File: src/rtl/polarity_pipe_pkg.sv
// polarity_pipe_pkg
//   Shared constants for the polarity pipeline: legal ranges for the data
//   width and pipeline depth, and the helper that sizes the occupancy count.
//   Imported by polarity_stage and polarity_pipe.
package polarity_pipe_pkg;

  localparam int WIDTH_MIN = 1;
  localparam int WIDTH_MAX = 64;
  localparam int DEPTH_MIN = 1;
  localparam int DEPTH_MAX = 8;

  // Bits needed to hold a count from 0 up to and including depth.
  function automatic int cnt_width(input int depth);
    return (depth < 1) ? 1 : $clog2(depth + 1);
  endfunction

endpackage

File: src/rtl/polarity_stage.sv
// polarity_stage
//   One pipeline stage: a single WIDTH+1-bit register holding {valid, data}.
//   Asynchronous active-low reset clears it; flush clears it on the next edge
//   and wins over en; en=1 loads the input pair, en=0 holds.
//
// Ports
//   clk      in   rising-edge clock
//   rst_n    in   asynchronous active-low reset
//   en       in   load enable
//   flush    in   synchronous clear (priority over en)
//   d_valid  in   valid flag from the previous stage
//   d_data   in   WIDTH data from the previous stage
//   q_valid  out  registered valid flag
//   q_data   out  registered WIDTH data
module polarity_stage
  import polarity_pipe_pkg::*;
#(
  parameter int WIDTH = 8
) (
  input  logic             clk,
  input  logic             rst_n,
  input  logic             en,
  input  logic             flush,
  input  logic             d_valid,
  input  logic [WIDTH-1:0] d_data,
  output logic             q_valid,
  output logic [WIDTH-1:0] q_data
);

  // Valid lives in the MSB so the stage is one register word.
  logic [WIDTH:0] stage_q;

  // Data is not gated by valid: an invalid slot still shifts its payload.
  always_ff @(posedge clk or negedge rst_n) begin
    if (!rst_n) begin
      stage_q <= '0;
    end else if (flush) begin
      stage_q <= '0;
    end else if (en) begin
      stage_q <= {d_valid, d_data};
    end
  end

  assign q_valid = stage_q[WIDTH];
  assign q_data  = stage_q[WIDTH-1:0];

endmodule

File: src/rtl/polarity_pipe.sv
// polarity_pipe
//   DEPTH-stage register pipeline that applies a per-bit polarity inversion
//   (in_data XOR inv_mask) on entry to stage 0 and carries a valid flag per
//   stage. The whole pipe advances when en=1, holds when en=0, and is cleared
//   by flush (synchronous) or rst_n (asynchronous). A running occupancy count
//   tracks how many stages hold valid data.
//
// Parameters
//   WIDTH  data width, 1..64
//   DEPTH  number of register stages (latency in enabled cycles), 1..8
//   CNT_W  occupancy width, default enough bits to count 0..DEPTH
//
// Ports
//   clk        in   rising-edge clock
//   rst_n      in   asynchronous active-low reset
//   en         in   advance enable
//   flush      in   synchronous clear of all stages and the count
//   in_valid   in   qualifies in_data
//   in_data    in   WIDTH data entering stage 0
//   inv_mask   in   WIDTH per-bit invert select, applied at stage 0 only
//   out_valid  out  valid flag of the last stage
//   out_data   out  WIDTH data of the last stage (registered)
//   occupancy  out  CNT_W number of stages holding valid data
module polarity_pipe
  import polarity_pipe_pkg::*;
#(
  parameter int WIDTH = 8,
  parameter int DEPTH = 1,
  parameter int CNT_W = cnt_width(DEPTH)
) (
  input  logic             clk,
  input  logic             rst_n,
  input  logic             en,
  input  logic             flush,
  input  logic             in_valid,
  input  logic [WIDTH-1:0] in_data,
  input  logic [WIDTH-1:0] inv_mask,
  output logic             out_valid,
  output logic [WIDTH-1:0] out_data,
  output logic [CNT_W-1:0] occupancy
);

  // Parameter legality is rejected at elaboration.
  if (WIDTH < WIDTH_MIN || WIDTH > WIDTH_MAX) begin : g_bad_width
    $error("polarity_pipe: WIDTH=%0d outside %0d..%0d", WIDTH, WIDTH_MIN, WIDTH_MAX);
  end
  if (DEPTH < DEPTH_MIN || DEPTH > DEPTH_MAX) begin : g_bad_depth
    $error("polarity_pipe: DEPTH=%0d outside %0d..%0d", DEPTH, DEPTH_MIN, DEPTH_MAX);
  end
  if (CNT_W < cnt_width(DEPTH)) begin : g_bad_cnt_w
    $error("polarity_pipe: CNT_W=%0d too narrow for DEPTH=%0d", CNT_W, DEPTH);
  end

  logic [DEPTH-1:0] valid_q;
  logic [WIDTH-1:0] data_q [DEPTH];
  logic [WIDTH-1:0] stage0_data;
  logic [CNT_W-1:0] occ_q;

  // The mask is folded in before stage 0, so later mask changes never touch
  // data already in flight.
  assign stage0_data = in_data ^ inv_mask;

  for (genvar k = 0; k < DEPTH; k++) begin : g_stage
    logic             d_valid;
    logic [WIDTH-1:0] d_data;

    if (k == 0) begin : g_head
      assign d_valid = in_valid;
      assign d_data  = stage0_data;
    end else begin : g_link
      assign d_valid = valid_q[k-1];
      assign d_data  = data_q[k-1];
    end

    polarity_stage #(
      .WIDTH (WIDTH)
    ) u_stage (
      .clk     (clk),
      .rst_n   (rst_n),
      .en      (en),
      .flush   (flush),
      .d_valid (d_valid),
      .d_data  (d_data),
      .q_valid (valid_q[k]),
      .q_data  (data_q[k])
    );
  end

  // Occupancy tracks entries in minus exits out; an exit is the last stage's
  // valid flag sampled before the edge. Entry and exit together cancel, so the
  // count always equals the number of set valid flags and cannot wrap.
  always_ff @(posedge clk or negedge rst_n) begin
    if (!rst_n) begin
      occ_q <= '0;
    end else if (flush) begin
      occ_q <= '0;
    end else if (en) begin
      occ_q <= occ_q + CNT_W'(in_valid) - CNT_W'(valid_q[DEPTH-1]);
    end
  end

  assign out_valid = valid_q[DEPTH-1];
  assign out_data  = data_q[DEPTH-1];
  assign occupancy = occ_q;

`ifdef SVA
  // rst_gap is high from any reset assertion until the next clock edge, so
  // checks that look back one cycle skip edges whose history was wiped by an
  // asynchronous reset pulse between edges.
  logic rst_gap;
  logic fire;

  always_ff @(posedge clk or negedge rst_n) begin
    if (!rst_n) begin
      rst_gap <= 1'b1;
    end else begin
      rst_gap <= 1'b0;
    end
  end

  assign fire = en && !flush;

  a_head_capture: assert property (@(posedge clk) disable iff (!rst_n)
    (!rst_gap && $past(fire)) |->
      (valid_q[0] == $past(in_valid)) && (data_q[0] == $past(stage0_data)));

  for (genvar k = 1; k < DEPTH; k++) begin : g_sva_link
    a_link_shift: assert property (@(posedge clk) disable iff (!rst_n)
      (!rst_gap && $past(fire)) |->
        (valid_q[k] == $past(valid_q[k-1])) && (data_q[k] == $past(data_q[k-1])));
  end

  a_occ_bound: assert property (@(posedge clk) disable iff (!rst_n)
    (int'(occupancy) <= DEPTH) && (int'(occupancy) == $countones(valid_q)));

  a_flush_clear: assert property (@(posedge clk) disable iff (!rst_n)
    (!rst_gap && $past(flush)) |->
      (occupancy == '0) && !out_valid && (out_data == '0) && (valid_q == '0));

  a_reset_out_valid: assert property (@(posedge clk)
    !rst_n |-> !out_valid);
`endif

endmodule

File: config.mk
export PLATFORM = sky130hd
export DESIGN_NAME = polarity_pipe
export DESIGN_NICKNAME = d
export VERILOG_FILES = /design/src/rtl/polarity_pipe_pkg.sv /design/src/rtl/polarity_stage.sv /design/src/rtl/polarity_pipe.sv
export SDC_FILE = /design/constraint.sdc
export NUM_CORES = 1
export LEC_CHECK = 0
export CORE_MARGIN = 10
export CORE_UTILIZATION = 31
export DETAILED_ROUTE_END_ITERATION = 7
export PLACE_DENSITY = 0.79
export SLEW_MARGIN = 25
export SYNTH_ARGS = -nofsm -noshare
export SYNTH_HDL_FRONTEND = slang
export SYNTH_HIERARCHICAL = 1
export SYNTH_SLANG_ARGS = --single-unit
File: constraint.sdc
create_clock -name clk -period 1 [get_ports clk]
set_input_delay 0.15 -clock clk [delete_from_list [all_inputs] [get_ports clk]]
set_output_delay 0.15 -clock clk [all_outputs]
set_load 0.02 [all_outputs]
# After elaboration in Yosys (flattened, before gate mapping)
# Index checks and enable logic that the tools add are counted.
# totals
ff_bits	10
input_bits	21
word_cells	10
# op_classes
add_sub_neg	2
muxes	4
bitwise_logic	1
reduce_logical	1
# op_table
cell	count
$mux W9	2
$xor A8 B8 Y8	1
$mux W1	2
$reduce_bool A2 Y1	1
$add A1 B1 Y1	1
$sub A1 B1 Y1	1

# Depth between registers and ports, before layout
# logic_depth
ltp_word	4
depth_mapped	3
ltp_nobuf	3

# Modules after synthesis
# Netlist, hierarchy kept.
# by_module_without_submodules
mod	n_inst	cells_per_inst	area_per_inst_um2	seq_area_each_um2
polarity_stage	1	29	364.1	225.2
polarity_pipe	1	14	127.6	25.0

# Worst setup path after synthesis
# OpenSTA, ideal clock, no wires.
# synth_timing
path_kind	register to register
startpoint	reg g_stage[0].u_stage.stage_q[8]
endpoint	reg occ_q (netlist: occupancy)
setup_time_ns	0.120
arrival_ns	0.906
t_required_ns	0.880
slack_ns	-0.025
path_stages_with_launch	4
path_buffers	0
synth_period_minus_slack_ns	1.025
cell_sequence	dfrtp_1 xor2_1 a21oi_1 a31o_1
# synth_between
elab_chain_len	3
# synth_lines
element	line	source
start, declared	polarity_stage.sv:31	logic [WIDTH:0] stage_q;
start signal, assigned	polarity_stage.sv:40	stage_q <= {d_valid, d_data};
$sub A1 B1 Y1	polarity_pipe.sv:98	occ_q <= occ_q + CNT_W'(in_valid) - CNT_W'(valid_q[DEPTH-1]);
$mux W1	polarity_pipe.sv:97	end else if (en) begin
$mux W1	polarity_pipe.sv:95	end else if (flush) begin
end signal, assigned	polarity_pipe.sv:98	
end, declared	polarity_pipe.sv:57	logic [CNT_W-1:0] occ_q;
# No other way between the ends. The select of a mux whose other input is x is not followed.
# A chain may end at the register's enable or synchronous reset.

# Worst setup path after layout
# Ends and elaborated chain as after synthesis.

==> results.yml <==
detailed_routing:
  dr.pass1.iters: 1
  final_antenna_net_count: 0
  vias_per_cell: 4.56
  vias: 442
  avgRoutedWirePerCell_um: 13.1
  wl_um: 1270
  dr.first_iter.drc_count: 0
  drc: 0
timing:
  fin_crit_ps: 982
  finalSetupViolCount: 0
  hold_viol: 0
  clock_skew_ps: 0.0893
  fin_crit_sh: 0.982
  fin_setup_tns_ps: 0
  relSlewSlack: 0.886
  hold_ws_ps: 175
  rsz0062_at_grt: "true"
  worst_slack_ps: 17.6
  tightest_slew_ps: 171
  max_freq_mhz: 1020
  report.final.slew_viol_count: 0
finish:
  stdcell_area_sq_um: 867
  fillers: 142
  area_growth_pct: 76.3
  final_core_util: 0.576
  drive_gt1_frac: 0.259
  fin_nets: 103
  num_antenna_cells: 0
placement:
  hpwlAfterDp_um: 1040
  gp_congestion: 0.622
  place_ws_ps: -214
  io_buffers: 30
  placed_area_sq_um: 848
floorplanning:
  core_sq_um: 1510
  initial_utilization: 0.326
  ios: 31
  fp.dieW_um: 59.8
  rows: 14
  dieArea_sq_um: 3580
  die_y_um: 59.8
clock_tree:
  cts_root_buf: "clkbuf_4"
  h-tree-depth: 1
  cts_tree: "yes"
  clock_path_buffers: 2
  clkSlewWorstSetupHoldPaths_ps: 70
  numCtsBuffers: 3
  clock-sinks: 10
  holdBufCountCts: 0
  insertion_delay_ps: 260
logic_synthesis:
  netlist-cell-type-count: 9
  synth_area_per_cell_sq_um: 11.4
  ys_ff_latch: 10
  synth_fp_nets: 64
  syn_inst: 43
  yosysSeqAreaShare: 0.509
  ys_warn_count: 6
  syn_area_sq_um: 492
critical_path:
  timing.reg2reg.setup_slack_ps: 20
  startpoint_type: "flop"
  critPathBufInv: 0
  cp-end-kind: "flop"
  reg2reg_from: "g_stage[0].u_stage/stage_q[8]"
  arrival_ps: 1140
  path_delay_family: "flip-flops"
  cp_slowest_cell: "dfrtp_2"
  reg2reg_depth: 3
  cp_max_fo: 3
  path_class: "reg -> reg"
  r2r-end: "occupancy"
  crit_chain: "xor2_1 -> a21oi_1 -> a31o_1"
  critical-path-max-stage-delay_ps: 430
  critPathRequiredTime_ps: 1160
global_route:
  antenna_found_initial: 0
  grt_max_degree: 12
  grt_overflow: 0
  grt_pass1_wl_um: 1950
  grt_pass1_vias: 416
  grt.total_usage: 0.0728
hold_path:
  hp-class: "in -> async"
status:
  outcome: "finished, final reports clean"
power_and_ir_drop:
  p_leak_nw: 0.436
  ir_drop_v: 0.000612
  p_per_area_nw_per_um2: 1280
run:
  maxCapViolCount: 0
-- layer usage --
layer,part of all wire,wire (um),track usage,vias to the layer above
li1,-,-,-,219
met1,0.43,553,0.0826,205
met2,0.48,607,0.0971,18
met3,0.089,113,0.0466,0
met4,0,0,0.0481,0
met5,0,0,0,-
-- worst max path at each step --
stage	from	cells after the start	slack [ps]	to
CTS	g_stage[0].u_stage/stage_q[8]	1	10	out_valid
floorplan	g_stage[0].u_stage/stage_q[8]	3	20	occupancy
finish	g_stage[0].u_stage/stage_q[8]	3	20	occupancy
detailed placement	in_valid	4	-210	occupancy
global route	g_stage[0].u_stage/stage_q[8]	1	-20	out_valid
global placement	in_valid	4	-190	occupancy
-- synth_stat cells --
master    number  area share
nor2_1        10       0.076
buf_1          1      0.0076
buf_6          1       0.023
a31o_1         1       0.018
mux2i_1        9        0.18
nand2b_1       1       0.013
a21oi_1        1       0.010
dfrtp_1       10        0.51
xor2_1         9        0.16
-- kinds of logic (layout without fill, tap and decap cells) --
family	after synthesis	in the layout	share of synthesized area
xor gates and xnor gates	9	9	0.160
AOI/OAI and AO/OA	2	2	0.0280
DFF	10	10	0.509
muxes	9	9	0.183
and+or+nand+nor	11	11	0.0891
buffers and inverters	2	40	0.0305
-- timing repair --
| action | in CTS | in global routing |
|---|---|---|
| gates cloned | 0 | 0 |
| endpoints found under the setup margin | 10 | 5 |
| resized for setup | 42 | 6 |
| setup buffers | 0 | 1 |
-- layout make-up --
class                      count  area (sq um)  area share
timing repair buffer          36           333       0.384
sequential                    10           251       0.290
multi-input combinational     31           226       0.261
clock buffer                   4          36.3      0.0418
tap                           16          20.0      0.0231
-- cells in the final DEF, fill, tap and decap left out --
master	count
buf_12	1
clkdlybuf4s50_1	20
buf_2	6
nor2_1	10
nand2b_1	1
xor2_1	9
buf_6	4
a21oi_1	1
dfrtp_2	1
clkbuf_8	1
dfrtp_1	9
clkbuf_4	3
mux2i_1	9
buf_4	5
a31o_1	1
-- power breakdown --
| group | switching (W) | internal (W) |
|---|---|---|
| Clock | 0.000144 | 0.000221 |
| Sequential | 0.0000172 | 0.000434 |
| Combinational | 0.000125 | 0.000170 |
-- worst reg2reg max path, stage by stage (launching register included) --
cell and delay [ps]:
dfrtp_2 430, xor2_1 180, a21oi_1 90, a31o_1 180
-- flip-flops by register name, indices dropped and copies added (netlist names) --
register,cells
g_stage.u_stage/stage_q,9
occupancy,1
-- stage by stage --
step	power, W	cells
2_1_floorplan	0.000579	43
3_3_place_gp	0.000763	92
3_5_place_dp	0.000769	92
4_1_cts	0.00111	96
5_1_grt	0.00118	97
6_report	0.00111	97
(Power assumes the default switching activity.)
